===== config.mk =====
export PLATFORM = sky130hd
export DESIGN_NAME = cache_arbiter
export DESIGN_NICKNAME = d
export VERILOG_FILES = /design/src/rtl/cache_arbiter.sv
export SDC_FILE = /design/constraint.sdc
export NUM_CORES = 1
export LEC_CHECK = 0
export CELL_PAD_IN_SITES_DETAIL_PLACEMENT = 1
export CELL_PAD_IN_SITES_GLOBAL_PLACEMENT = 2
export CORE_AREA = 4 4 542 544
export DETAILED_ROUTE_END_ITERATION = 10
export DIE_AREA = 0 0 546 548
export DONT_BUFFER_PORTS = 1
export GPL_ROUTABILITY_DRIVEN = 1
export GPL_TIMING_DRIVEN = 1
export PLACE_DENSITY_LB_ADDON = 0.15
export SYNTH_ARGS = -nofsm -noshare
export SYNTH_HDL_FRONTEND = slang
export SYNTH_SLANG_ARGS = --single-unit

===== constraint.sdc =====
create_clock -name clk -period 1.3 [get_ports clk]
set_input_delay 0.13 -clock clk [delete_from_list [all_inputs] [get_ports clk]]
set_output_delay 0.13 -clock clk [all_outputs]
set_load 0.005 [all_outputs]

===== src/rtl/cache_arbiter.sv =====
// Round-robin arbiter that merges the split I/D L1 caches onto one line-wide
// memory port. It holds one grant per full transaction and returns each response only to its owner.
module cache_arbiter #(
  parameter int ADDR_WIDTH = 32,
  parameter int LINE_WIDTH = 256
) (
  input  logic                  clk,
  input  logic                  rst,
  input  logic                  i_read,
  input  logic [ADDR_WIDTH-1:0] i_address,
  output logic [LINE_WIDTH-1:0] i_rdata,
  output logic                  i_resp,
  input  logic                  d_read,
  input  logic                  d_write,
  input  logic [ADDR_WIDTH-1:0] d_address,
  input  logic [LINE_WIDTH-1:0] d_wdata,
  output logic [LINE_WIDTH-1:0] d_rdata,
  output logic                  d_resp,
  output logic                  mem_read,
  output logic                  mem_write,
  output logic [ADDR_WIDTH-1:0] mem_address,
  output logic [LINE_WIDTH-1:0] mem_wdata,
  input  logic [LINE_WIDTH-1:0] mem_rdata,
  input  logic                  mem_resp
);

  localparam logic [1:0] IDLE    = 2'd0;
  localparam logic [1:0] GRANT_I = 2'd1;
  localparam logic [1:0] GRANT_D = 2'd2;

  localparam logic LAST_I = 1'b0;
  localparam logic LAST_D = 1'b1;

  logic [1:0] state_q, state_d;
  logic       last_grant_q, last_grant_d;
  logic       i_req, d_req;

  assign i_req = i_read;
  assign d_req = d_read | d_write;

  always_comb begin
    state_d      = state_q;
    last_grant_d = last_grant_q;
    case (state_q)
      IDLE: begin
        // On a tie, serve the side that did not win last time.
        if (d_req && (!i_req || last_grant_q == LAST_I)) begin
          state_d      = GRANT_D;
          last_grant_d = LAST_D;
        end else if (i_req) begin
          state_d      = GRANT_I;
          last_grant_d = LAST_I;
        end
      end
      GRANT_I: if (mem_resp) state_d = IDLE;
      GRANT_D: if (mem_resp) state_d = IDLE;
      default: state_d = IDLE;
    endcase
  end

  always_ff @(posedge clk or posedge rst) begin
    if (rst) begin
      state_q      <= IDLE;
      last_grant_q <= LAST_I;
    end else begin
      state_q      <= state_d;
      last_grant_q <= last_grant_d;
    end
  end

  // Outputs decode from the state register, so an asynchronous reset clears them at once.
  always_comb begin
    mem_read    = 1'b0;
    mem_write   = 1'b0;
    mem_address = '0;
    mem_wdata   = '0;
    i_rdata     = '0;
    i_resp      = 1'b0;
    d_rdata     = '0;
    d_resp      = 1'b0;
    case (state_q)
      GRANT_I: begin
        mem_read    = i_read;
        mem_address = i_address;
        i_rdata     = mem_rdata;
        i_resp      = mem_resp;
      end
      GRANT_D: begin
        // A write wins if the D-cache illegally raises both read and write.
        mem_read    = d_read & ~d_write;
        mem_write   = d_write;
        mem_address = d_address;
        mem_wdata   = d_wdata;
        d_rdata     = mem_rdata;
        d_resp      = mem_resp;
      end
      default: ;
    endcase
  end

`ifndef SYNTHESIS
  a_d_rw_exclusive: assert property (@(posedge clk) disable iff (rst)
    !(d_read && d_write))
    else $error("cache_arbiter: d_read and d_write asserted together");

  a_i_req_held: assert property (@(posedge clk) disable iff (rst)
    (state_q == GRANT_I) |-> i_read)
    else $error("cache_arbiter: I-cache dropped request while granted");

  a_d_req_held: assert property (@(posedge clk) disable iff (rst)
    (state_q == GRANT_D) |-> (d_read || d_write))
    else $error("cache_arbiter: D-cache dropped request while granted");
`endif

endmodule


**After elaboration in Yosys (flattened, before gate mapping)**

Index checks and enable logic that the tools add are counted.

- Multiplexer cells: 14
- Equal/unequal tests: 4
- Reduce and logical (&&, ||, !) cells: 8
- Bitwise operators: 4

Operators with widths:

| operator | count |
|---|---|
| 256-bit two-way mux | 3 |
| 32-bit case mux with 2 select lines | 1 |
| 2-bit two-way mux | 3 |
| 1-bit two-way mux | 5 |
| 2-bit case mux with 2 select lines | 1 |
| 2-bit AND reduction | 2 |
| 3-bit inequality test (second input constant) | 1 |
| 2-bit by 1-bit == test with 1-bit output (second input constant) | 1 |
| 2-bit == test (second input constant) | 1 |
| 2-bit zero test | 1 |
| 2-bit by 1-bit inequality test with 1-bit output (second input constant) | 1 |
| 1-bit inverter | 2 |
| 1-bit case mux with 2 select lines | 1 |
| 2-bit nonzero test | 1 |
| 2-bit OR reduction | 1 |
| 1-bit AND | 1 |
| 1-bit logical AND | 1 |
| 1-bit zero test | 1 |
| 1-bit logical OR | 1 |
| 1-bit OR | 1 |

- Bits of input ports: 582
- Logic and storage cells: 32
- Flip-flop bits (word level): 3
- Output and inout port bits: 804

**Depth between registers and ports, before layout**

- Word-level depth: 5
- Gate-level depth with buffers: 7
- Gate-level depth less buffers: 5

**Worst setup path after synthesis**

OpenSTA, ideal clock, no wires.

- Path kind: reg2reg
- Start: reg state_q[0]
- End: reg state_q[1]
- Data required time: 1.217 ns
- Setup slack: -0.014 ns
- Stages on the path, launching flop included: 6
- Library setup time: 0.083 ns
- Arrival: 1.232 ns
- Period minus slack after synthesis: 1.314 ns
- Path buffers: 0
- Path through: dfrtp_1 -> inv_1 -> ha_1 -> and2b_1 -> a211o_1 -> o21ai_0

- Word-level cells in the longest chain between the ends: 4
- Elaborated cells between the ends (all ways): 8
- Classes of those cells: eq/ne (4); mux (1); reduce/logical (3)

RTL lines:

| what | RTL line | text |
|---|---|---|
| start: declaration | 34 | `logic [1:0] state_q, state_d;` |
| start signal: assignment | 66 | `state_q <= state_d;` |
| 2-bit == test or 2-bit by 1-bit == test with 1-bit output (tied branches) | 44 | `case (state_q)` |
| 2-bit OR reduction (no source line) | -- |  |
| 2-bit by 1-bit inequality test with 1-bit output (no source line) | -- |  |
| 2-bit AND reduction (no source line) | -- |  |

Parallel ways exist; a longest one is shown, timed or not.
A chain may end at the register's enable or synchronous reset.

**Final worst setup path**

- Start: reg state_q[0]
- End: out d_rdata[82]

- Word-level cells in the longest chain between the ends: 2

RTL lines:

| what | RTL line | text |
|---|---|---|
| 2-bit == test | 81 | `case (state_q)` |
| 256-bit two-way mux | 81 |  |
| end: declaration | 17 | `output logic [LINE_WIDTH-1:0] d_rdata,` |

No other way between the ends.

==> impl_metrics.env <==
export IMPL_synth_top_cell_area_share_pct=80.0
export IMPL_r2r_end="state_q[1]$_DFFE_PP0P_"
export IMPL_p_seq_share_pct=0.6
export IMPL_cts_tree="done"
export IMPL_synthArstFlopShare_pct=100
export IMPL_coreArea_sq_um=290000
export IMPL_dp_cells=4971
export IMPL_routed_wl_mm=175
export IMPL_netlist_area_sq_um=6040
export IMPL_antenna_found_initial=246
export IMPL_hold_start="i_read"
export IMPL_initial_core_util_pct=2.08
export IMPL_r2r_start="state_q[1]$_DFFE_PP0P_"
export IMPL_remaining_drc_errors=0
export IMPL_reg2reg_setup_slack_ps=-510
export IMPL_dieArea_sq_um=299000
export IMPL_hold_path_cell_count=2
export IMPL_ys_seq_area_share_pct=1.24
export IMPL_clockBufferDepth=2
export IMPL_layout_common_cells="576 x and2_1, 239 x buf_12, 193 x and2_4"
export IMPL_ys_warn_count=0
export IMPL_final_core_util_pct=6.37
export IMPL_syn_avg_cell_area_sq_um=6.31
export IMPL_antenna_left=0
export IMPL_drtPass1Iterations=4
export IMPL_drt_iter0_markers=402
export IMPL_intPower_uw=16700
export IMPL_portBuffers=0
export IMPL_gp_congestion=0.841
export IMPL_cts_root_buf="clkbuf_16"
export IMPL_dominantRegCellSynth="dfrtp_1"
export IMPL_critical_path_peak_fanout=19
export IMPL_tns_ps=-454710
export IMPL_clock_power_share_pct=1.5
export IMPL_clkSinkCount=3
export IMPL_clkSlewWorstSetupHoldPaths_ps=30
export IMPL_clock_skew_ps=3.19
export IMPL_num_vias=10089
export IMPL_maxSlewViolCount=0
export IMPL_vias_per_cell=1.94
export IMPL_vdd_drop_max_uv=832
export IMPL_synthesis_instances=957
export IMPL_grt_usage_pct=10.8
export IMPL_final_critical_path_setup_slack_ps=-701
export IMPL_ioPinCount=1386
export IMPL_p_comb_share_pct=97.9
export IMPL_nets=1839
export IMPL_p_sw_share_pct=47.5
export IMPL_pre_cts_ws_ps=-747
export IMPL_path_class="reg -> out"
export IMPL_wl_per_cell_um=33.5
export IMPL_ys_types=20
export IMPL_cts_buffers_inserted=3
export IMPL_violations="setup timing"
export IMPL_dpl_hpwl_mm=157
export IMPL_status="complete, but fails checks"
export IMPL_overflow=0
export IMPL_final_common_cell="and2_1"
export IMPL_fin_crit_sh_pct=154
export IMPL_slowest_delay_ps=380
export IMPL_switchingPower_uw=15100
export IMPL_yosys_area_top_type="and2_1"
export IMPL_worst_ep_required_time_ps=1170
export IMPL_synth_edff_count=0
export IMPL_cp_start_kind="flip-flop"
export IMPL_ys_ff_latch=3
export IMPL_htreeDepth=1
export IMPL_r2r_cells=7
export IMPL_min_path_type="in -> reg"
export IMPL_grt_pass1_vias=9275
export IMPL_hold_path_end="state_q[0]$_DFFE_PP0P_"
export IMPL_crit_start="state_q[0]$_DFFE_PP0P_"
export IMPL_whs_ps=135
export IMPL_clk_latency_ps=230
export IMPL_arrival_ps=1870
export IMPL_cellPowerDensity_nw_per_um2=1720
export IMPL_cp_end_kind="output port"
export IMPL_hold_violations=0
export IMPL_fp_dieW_um=546
export IMPL_crit_chain="inv_2 -> ha_4 -> buf_16 -> buf_16 -> and2_4 -> buf_12 -> buf_12"
export IMPL_fin_cells=5202
export IMPL_slew_headroom_pct=70.5
export IMPL_cp_slowest_cell="dfrtp_1"
export IMPL_grt_max_degree=66
export IMPL_rows=198
export IMPL_fp_dieH_um=548
export IMPL_synth_area_top_cells="and2_1 80%, clkbuf_2 5.6%, a22oi_1 3.7%"
export IMPL_setup_violations=806
export IMPL_max_clock_freq_mhz=500
export IMPL_syn_nets=1542
export IMPL_grt_pass1_wl_mm=191
export IMPL_p_leak_uw=0.00598
export IMPL_cap_violations=0
export IMPL_drive_gt1_share_pct=50.8
export IMPL_tightest_slew_ps=443
export IMPL_area_growth_pct=206
export IMPL_period_minus_slack_ps=2000
export IMPL_rsz0062_at_grt="yes"
-- metal layers --
metal	share of wire [%]	wire length [um]	track usage, %	up-vias
met3	22	38700	11.5	502
met4	3.6	6300	2.39	186
met1	30	51900	9.18	4472
met5	0.69	1210	0	-
li1	-	-	-	3676
met2	44	76400	17.3	1253
-- synthesized netlist by cell type (4+ instances only) --
cell / number
a22oi_1: 30
and2_1: 772
buf_2: 4
buf_4: 6
buf_6: 9
clkbuf_1: 8
clkbuf_2: 68
inv_1: 4
nand2_1: 4
nor2b_1: 32
o21ai_0: 4
-- flip-flops by register name (all words and copies together) (netlist names) --
signal        count
state_q           2
last_grant_q      1
-- stage by stage --
step | total power (uW) | instance area (sq um)
6_report | 31800 | 18500
5_1_grt | 33900 | 18300
4_1_cts | 30200 | 17100
3_5_place_dp | 24500 | 15400
3_3_place_gp | 24700 | 15400
2_1_floorplan | 8260 | 6040
-- area by class of cell --
class,count,area [sq um]
fill,34275,271000
timing repair buffer,388,7030
multi-input combinational,854,6130
tap,3800,4750
antenna,149,373
clock buffer,4,78.8
sequential,3,75.1
inverter,4,15.0
-- cell families after synthesis --
| kind of cell | count (synthesis) | share of synthesized area, % |
|---|---|---|
| buffers and inverters | 100 | 9.39 |
| DFF | 3 | 1.24 |
| AOI/OAI and AO/OA | 40 | 4.93 |
| adders and majority gates | 3 | 0.622 |
| and+or+nand+nor | 811 | 83.8 |
-- critical path, delay by kind of cell (launching register included) --
family | cells | cell delay (ps)
buffers and inverters | 5 | 740
flip-flops | 1 | 380
adder cells (fa/ha/maj) | 1 | 210
AND/OR/NAND/NOR | 1 | 150
-- power by group through the flow --
stage | combinational (uW) | clock (uW) | sequential (uW)
floorplan | 8100 | 0 | 159
global placement | 24500 | 0 | 181
detailed placement | 24300 | 0 | 176
CTS | 29500 | 500 | 182
global route | 33200 | 513 | 188
finish | 31100 | 492 | 183
-- worst max path at each step --
stage               cells after the start                endpoint
finish                                  7             d_rdata[82]
global route                            7            i_rdata[170]
CTS                                     8             i_rdata[78]
detailed placement                      7         mem_address[22]
global placement                        7         mem_address[22]
floorplan                               5  state_q[1]$_DFFE_PP0P_
-- what timing repair did --
item / 4_1_cts / 5_1_grt
setup buffers: 25 / 16
cloned: 22 / 18
hold buffers: 1 / 0
hold endpoints to repair: 3 / 0
setup endpoints to repair: 806 / 806
gates resized for setup: 207 / 147
pin swaps: 8 / 10
(Power assumes the default switching activity.)
